### src/rtl/matmul_arbiter.sv
// matmul_arbiter
//   Round-robin arbiter that lets NUM_REQ requesters share one 16x16
//   multiplier, with a watchdog that abandons a hung job and flushes.
//
// Ports
//   clk         rising-edge clock
//   rst_n       asynchronous active-low reset
//   req         per-requester level request, held until its job_done
//   grant       one-hot owner of the multiplier, zero when no job is active
//   sel         binary index of the owner (operand/result mux select)
//   busy        high whenever the arbiter is not IDLE
//   job_done    one-cycle pulse on the owner's bit, result valid that cycle
//   timeout     one-cycle pulse when the watchdog fires
//   timeout_id  owner index of the last timed-out job
//   mm_start    level start to the multiplier
//   mm_done     level done from the multiplier
module matmul_arbiter #(
    parameter int NUM_REQ        = 4,
    parameter int TIMEOUT_CYCLES = 96,
    parameter int FLUSH_CYCLES   = 64,
    localparam int SW = (NUM_REQ > 1) ? $clog2(NUM_REQ) : 1
) (
    input  logic               clk,
    input  logic               rst_n,
    input  logic [NUM_REQ-1:0] req,
    output logic [NUM_REQ-1:0] grant,
    output logic [SW-1:0]      sel,
    output logic               busy,
    output logic [NUM_REQ-1:0] job_done,
    output logic               timeout,
    output logic [SW-1:0]      timeout_id,
    output logic               mm_start,
    input  logic               mm_done
);

    typedef enum logic [1:0] {IDLE, BUSY, RELEASE, FLUSH} state_t;

    state_t        state, state_d;
    logic [SW-1:0] rr_ptr;
    logic [7:0]    wdog;
    logic [7:0]    flush_cnt;

    logic          grant_evt, done_evt, to_evt;
    logic          found;
    logic [SW-1:0] winner;
    logic [SW:0]   idx;

    assign busy     = (state != IDLE);
    assign mm_start = (state == BUSY);

    // First set request at or above rr_ptr, wrapping past NUM_REQ-1 to 0.
    // idx carries one spare bit so the wrap can be detected before reducing.
    always_comb begin
        found  = 1'b0;
        winner = '0;
        idx    = '0;
        for (int i = 0; i < NUM_REQ; i++) begin
            idx = {1'b0, rr_ptr} + (SW+1)'(i);
            if (idx >= (SW+1)'(NUM_REQ))
                idx = idx - (SW+1)'(NUM_REQ);
            if (!found && req[idx[SW-1:0]]) begin
                found  = 1'b1;
                winner = idx[SW-1:0];
            end
        end
    end

    always_comb begin
        state_d   = state;
        grant_evt = 1'b0;
        done_evt  = 1'b0;
        to_evt    = 1'b0;
        case (state)
            IDLE: if (found) begin
                state_d   = BUSY;
                grant_evt = 1'b1;
            end
            // mm_done is tested first so a completion on the watchdog's
            // last cycle still counts as a finished job.
            BUSY: if (mm_done) begin
                state_d  = RELEASE;
                done_evt = 1'b1;
            end else if (wdog == 8'(TIMEOUT_CYCLES-1)) begin
                state_d = FLUSH;
                to_evt  = 1'b1;
            end
            // Wait for the multiplier to drop done before the next job.
            RELEASE: if (!mm_done) state_d = IDLE;
            FLUSH:   if (flush_cnt == 8'(FLUSH_CYCLES-1)) state_d = IDLE;
            default: state_d = IDLE;
        endcase
    end

    always_ff @(posedge clk or negedge rst_n) begin
        if (!rst_n) begin
            state      <= IDLE;
            rr_ptr     <= '0;
            grant      <= '0;
            sel        <= '0;
            job_done   <= '0;
            timeout    <= 1'b0;
            timeout_id <= '0;
            wdog       <= '0;
            flush_cnt  <= '0;
        end else begin
            state    <= state_d;
            job_done <= '0;
            timeout  <= 1'b0;
            if (state == BUSY)  wdog      <= wdog + 8'd1;
            if (state == FLUSH) flush_cnt <= flush_cnt + 8'd1;
            if (grant_evt) begin
                grant  <= {{(NUM_REQ-1){1'b0}}, 1'b1} << winner;
                sel    <= winner;
                rr_ptr <= (winner == SW'(NUM_REQ-1)) ? '0 : winner + SW'(1);
                wdog   <= '0;
            end
            if (done_evt) job_done <= grant;
            if (to_evt) begin
                timeout    <= 1'b1;
                timeout_id <= sel;
                flush_cnt  <= '0;
            end
            if (state != IDLE && state_d == IDLE) begin
                grant <= '0;
                sel   <= '0;
            end
        end
    end

endmodule

### config.mk
export PLATFORM = sky130hd
export DESIGN_NAME = matmul_arbiter
export DESIGN_NICKNAME = d
export VERILOG_FILES = /design/src/rtl/matmul_arbiter.sv
export SDC_FILE = /design/constraint.sdc
export NUM_CORES = 1
export LEC_CHECK = 0
export BUFFER_PORTS_ARGS = -buffer_cell sky130_fd_sc_hd__buf_2
export CORE_ASPECT_RATIO = 1.1
export CORE_MARGIN = 5
export CORE_UTILIZATION = 57
export CTS_BUF_LIST = sky130_fd_sc_hd__clkbuf_8 sky130_fd_sc_hd__clkbuf_16
export DETAILED_ROUTE_END_ITERATION = 6
export PLACE_DENSITY_LB_ADDON = 0.12
export SLEW_MARGIN = 20
export SYNTH_ARGS = -nofsm -noshare
export SYNTH_HDL_FRONTEND = slang
export SYNTH_SLANG_ARGS = --single-unit
### constraint.sdc
create_clock -name clk -period 2.4 [get_ports clk]
set_clock_uncertainty 0.15 [all_clocks]
set_input_delay 0.24 -clock clk [delete_from_list [all_inputs] [get_ports clk]]
set_output_delay 0.24 -clock clk [all_outputs]
set_load 0.01 [all_outputs]
## After elaboration in Yosys (flattened, before gate mapping)

Index checks and enable logic that the tools add are counted.

| storage, ports and cells | value |
|---|---|
| register bits | 33 |
| latch bits | 0 |
| bits in writable memories | 0 |
| ROM bits | 0 |
| input port bits | 7 |
| output and inout bits | 15 |
| word-level logic and storage cells | 91 |
| memories | 0 |

| cells by class | value |
|---|---|
| add/sub/neg operators | 10 |
| $mul | 0 |
| divide/modulo/power cells | 0 |
| $lt $le $gt $ge | 8 |
| equal/unequal tests | 6 |
| shifts and indexed selects | 1 |
| multiplexer cells | 44 |
| bitwise logic cells | 0 |
| reduce and logical (&&, ||, !) cells | 13 |

Operators by type and width:

| kind | number |
|---|---|
| 2-bit 2-to-1 mux | 16 |
| 8-bit 2-to-1 mux | 4 |
| 8-bit by 1-bit adder with 8-bit output, second input constant | 2 |
| 1-bit 2-to-1 mux | 16 |
| 2-bit by 3-bit < comparator with 1-bit output, second input constant | 4 |
| 4-bit 2-to-1 mux | 3 |
| 3-bit >= comparator, second input constant | 3 |
| 1-bit binary-select mux with 2-bit select | 4 |
| 8-bit by 6-bit == test with 1-bit output, second input constant | 1 |
| 8-bit by 7-bit == test with 1-bit output, second input constant | 1 |
| 2-bit case mux with 4 select lines | 1 |
| 2-bit nonzero test | 4 |
| 2-bit by 1-bit subtractor with 2-bit output, second input constant | 4 |
| 2-bit by 2-bit adder with 3-bit output, second input constant | 2 |
| 2-bit == test, second input constant | 3 |
| 1-bit logical AND | 4 |
| 2-bit logical NOT | 2 |
| 1-bit by 2-bit << shifter with 4-bit output, first input constant | 1 |
| 2-bit by 1-bit adder with 3-bit output, second input constant | 1 |
| 2-bit by 3-bit >= comparator with 1-bit output, second input constant | 1 |
| 1-bit logical NOT | 3 |
| 2-bit by 1-bit adder with 2-bit output, second input constant | 1 |
| 2-bit by 1-bit == test with 1-bit output, second input constant | 1 |

## Longest topological paths before layout

| depth | value |
|---|---|
| depth in word-level cells | 19 |
| gate-level depth with buffers | 8 |
| depth with buffers taken out | 7 |

## Worst setup path after synthesis

Ideal clock, no wire load.

| timing path | value |
|---|---|
| path type | flip-flop to flip-flop |
| from | reg wdog[0] |
| to | reg timeout_id[0] |
| library setup time | 0.125 ns |
| arrival time | 1.399 ns |
| data required time | 2.125 ns |
| path slack | 0.727 ns |
| cell stages (with the launch flop) | 6 |
| path buffers | 1 |
| clock period less this slack | 1.673 ns |
| cells stage by stage | dfrtp_1 > ha_1 > and4_1 > and3_1 > buf_4 > mux2_2 |

| between the ends | value |
|---|---|
| longest elaborated chain between the ends | 4 |

RTL lines:

| what | line | source |
|---|---|---|
| start, declared | 40 | `logic [7:0] wdog;` |
| start signal, assigned | 109 | `if (state == BUSY) wdog <= wdog + 8'd1;` |
| 8-bit by 7-bit == test with 1-bit output | 83 | `end else if (wdog == 8'(TIMEOUT_CYCLES-1)) begin` |
| 1-bit 2-to-1 mux | 83 |  |
| 1-bit 2-to-1 mux | 80 | `BUSY: if (mm_done) begin` |
| 1-bit 2-to-1 mux | 73 | `case (state)` |
| via to_evt | 43 | `logic grant_evt, done_evt, to_evt;` |
| end signal, assigned | 120 | `timeout_id <= sel;` |
| end, declared | 31 | `output logic [SW-1:0] timeout_id,` |

The timed path passes the listed nets, and every way through them passes these cells.
A chain may end at the register's enable or synchronous reset.

## Worst setup path in the final report

| timing path | value |
|---|---|
| from | reg state[0] |
| to | reg timeout_id[0] |

| between the ends | value |
|---|---|
| longest elaborated chain between the ends | 2 |

RTL lines:

| what | line | source |
|---|---|---|
| start, declared | 38 | `state_t state, state_d;` |
| start signal, assigned | 106 | `state <= state_d;` |
| 2-bit by 1-bit == test with 1-bit output | 73 |  |
| 1-bit 2-to-1 mux | 73 |  |

No other way between the ends.

==> run_results.csv <==
group,metric,value,unit
clock_network,cts_buffers,5,
yosys,netlist_instances,179,
yosys,ys_warn_count,0,
yosys,synth_flop_cell,"dfrtp_1",
yosys,ys_seq_area_share,47.4,%
yosys,synth_largest_area_cell,"dfrtp_1",
run,cap_violations,0,
grt,grt_pass1_wl,5800,microns
die,start_util,58.2,%
power_and_ir_drop,power_frac_comb,39.6,%
critical_path,endpoint_kind,"register",
die,die_w,62.7,microns
yosys,synthSimpleGateAreaFrac,23.9,%
die,die_y,68.0,microns
yosys,synthesis.area,0.00174,sq mm
yosys,synth_compound_area_share,16.5,%
timing,rsz0062_at_grt,"false",
route,drcViolationCount,0,
timing,hold_viol_final,0,
cells_and_area,antenna_cells,0,
timing,slew_viol_final,0,
route,ant_nets,0,
power_and_ir_drop,sw_frac_of_total,41.1,%
timing,max_freq,0.472,GHz
timing,setup_viol,0,
clock_network,clockBufferDepth,2,
clock_network,cts_max_level,2,
clock_network,cts_tree,"done",
timing,worst_pin_slew,0.700,ns
yosys,synth-seq-cells,33,
route,first_pass_iters,4,
yosys,synth_edf_count,0,
power_and_ir_drop,p_sw,0.885,mW
yosys,syn_nets,192,
critical_path,crit_type,"register to register",
grt,grt_pass1_vias,1305,
die,dieArea,0.00426,sq mm
power_and_ir_drop,pwr-share-seq,41.8,%
placed_design,dp_hpwl,2420,microns
route,vias,1375,
route,drtIter0Drc,57,
grt,grt_max_degree,34,
power_and_ir_drop,power.share.clock,18.5,%
worst_hold_path,hold_path.class,"input pin to register",
timing,fin_crit,2.12,ns
grt,gr-total-overflow,0,
clock_network,ctsResizeCount,0,
timing,fin_setup_tns,0,ns
yosys,synth_fa_ha_area_share,4.31,%
yosys,synth_top_area_share,47.4,%
timing,fin_crit_sh,88.2,%
yosys,ys_types,46,
grt,antenna_found_initial,0,
cells_and_area,nets,214,
placed_design,numPortBuffers,21,
route,postRouteWirelength,3370,microns
clock_network,worst_skew_pair.late_latency,0.28,ns
cells_and_area,drive_gt1_share,20.3,%
critical_path,required,2.41,ns
critical_path,critical_path.max_fanout,13,
cells_and_area,area_delta_synth_final,10.8,%
power_and_ir_drop,p_leak,0.927,nW
power_and_ir_drop,intPower,1.27,mW
yosys,yosys-mux-area-fraction,1.29,%
yosys,async_reset_ff_share,100,%
critical_path,worst_ep_arrival_time,2.13,ns
timing,relSlewSlack,53.3,%
route,routed_via_density,5.83,
yosys,synth.avg_cell_area,9.74,sq um
power_and_ir_drop,power_density,1110,mW/mm^2
placed_design,gp_congestion,0.829,
die,rows,21,
route,wl_per_cell,14.3,microns
yosys,synth_xor_area_share,1.51,%
die,num_io_pins,22,
power_and_ir_drop,vdd.ir_drop.worst,830,uV
clock_network,clock-root-buffer,"clkbuf_8",
timing,finalWorstSetupSlack,0.282,ns
run_status,status,"finished clean",
yosys,synthTopCellsByArea,"dfrtp_1 (47%), nand2_1 (6.9%), ha_1 (4.3%), o21ai_0 (4.0%), and3_1 (2.9%)",
grt,gr-usage-all-layers,17.2,%
critical_path,cp-start-kind,"register",
placed_design,dp_slack,0.312,ns
clock_network,cts.clk_slew.worst_paths,0.07,ns
die,core_area,0.00300,sq mm
yosys,synth_top_family_by_area,"simple AND/OR/NAND/NOR gates",
clock_network,cts.sinks,33,
## synthesized netlist by cell type, types with 2 or more instances
cell type and n:
nor4_1 3, dfrtp_1 33, o211ai_1 3, o22ai_1 3, ha_1 6, mux2_2 2, buf_2 2, nand2_1 32
and3_1 8, xor2_1 3, nor2_1 7, o21ai_0 14, nand2b_1 4, nand3b_1 3, inv_1 6, a21o_1 3
buf_6 3, nand3_1 4, buf_4 2, nand4_1 4, nor2b_1 2, a21oi_1 8
## power groups by stage
stage,Combinational (mW),Clock [mW],Sequential (mW)
6_report,0.854,0.399,0.901
5_1_grt,0.964,0.447,0.924
3_3_place_gp,0.827,0,0.898
4_1_cts,0.857,0.408,0.897
3_5_place_dp,0.847,0,0.905
2_1_floorplan,0.720,0,0.862
## registers in the layout (all words and copies together) (netlist names)
register	flops
flush_cnt	8
grant	4
job_done	4
rr_ptr	2
sel	2
state	2
timeout	1
timeout_id	2
wdog	8
## routing by layer
layer  global-route usage [%]  share of wire, %
met1                     20.8                45
met2                     28.4                49
met3                     5.42               4.9
met4                     7.43               1.1
met5                        0                 0
## critical path, stage by stage, from the launching register on
cell	delay, ns
dfrtp_1	0.59
nand2b_1	0.28
inv_2	0.25
and3_1	0.35
mux2_2	0.37
## path summary, 6_finish.rpt
check                                     startpoint                         to  slack (ns)  cells after the start
hold reg to reg            timeout_id[1]$_DFFE_PN0P_  timeout_id[1]$_DFFE_PN0P_        0.37                      1
setup reg to reg                  state[0]$_DFF_PN0_  timeout_id[0]$_DFFE_PN0P_        0.28                      4
hold / removal                               mm_done      job_done[3]$_DFF_PN0_        0.15                      2
setup / recovery                  state[0]$_DFF_PN0_  timeout_id[0]$_DFFE_PN0P_        0.28                      4
max in group asynchronous                      rst_n         sel[1]$_DFFE_PN0P_        1.26                      2
min in group asynchronous                      rst_n   flush_cnt[6]$_DFFE_PN0P_        0.39                      2
## layout by cell type (no fill, tap or decap), drive strengths merged, types with 2 or more instances in the layout
master / netlist / layout
xor2: 3 / 3
o21ai: 15 / 15
a21oi: 9 / 9
nor2b: 3 / 3
a21o: 3 / 3
nand3: 4 / 4
dfrtp: 33 / 33
o22ai: 3 / 3
ha: 6 / 6
clkbuf: 1 / 5
mux2: 2 / 2
o31ai: 2 / 2
nor2: 9 / 9
inv: 7 / 7
clkinv: 0 / 2
o211ai: 3 / 3
and3: 8 / 8
nor4: 3 / 3
nand2b: 5 / 5
nand2: 32 / 32
nand4: 4 / 4
nand3b: 3 / 3
buf: 7 / 22
## final cells by class
| class | count | area (sq um) |
|---|---|---|
| fillers | 259 | 1060 |
| multi-input cells | 131 | 828 |
| flip-flops and latches | 33 | 826 |
| repair buffers | 23 | 123 |
| clock buffers | 5 | 68.8 |
| well taps | 34 | 42.5 |
| inverters | 7 | 26.3 |
| clock inverters | 3 | 17.5 |
## cells by family (layout without fill, tap and decap cells)
logic type	count (synthesis)	count (layout)
buffers and inverters	15	38
xor gates and xnor gates	3	3
DFF	33	33
AOI/OAI and AO/OA	42	42
muxes	2	2
adders and majority gates	6	6
and+or+nand+nor	78	78
## repair_timing
action | in CTS | in global routing
hold endpoints to repair | 33 | 0
setup endpoints to repair | 0 | 0
setup buffers | 0 | 0
hold buffers | 1 | 0
## per-stage QoR
stage / total power, mW / std cells / util (%) / hold WS (ns) / area (sq um)
floorplan: 1.58 / 179 / - / -0.206 / 1740
CTS: 2.16 / 236 / 64.5 / 0.140 / 1930
global placement: 1.72 / 227 / 61.3 / 0.171 / 1840
global route: 2.34 / 236 / 64.5 / 0.148 / 1930
finish: 2.15 / 236 / 64.5 / 0.149 / 1930
detailed placement: 1.75 / 227 / 61.3 / 0.185 / 1840
No activity file was read; power rests on OpenSTA's default activity.
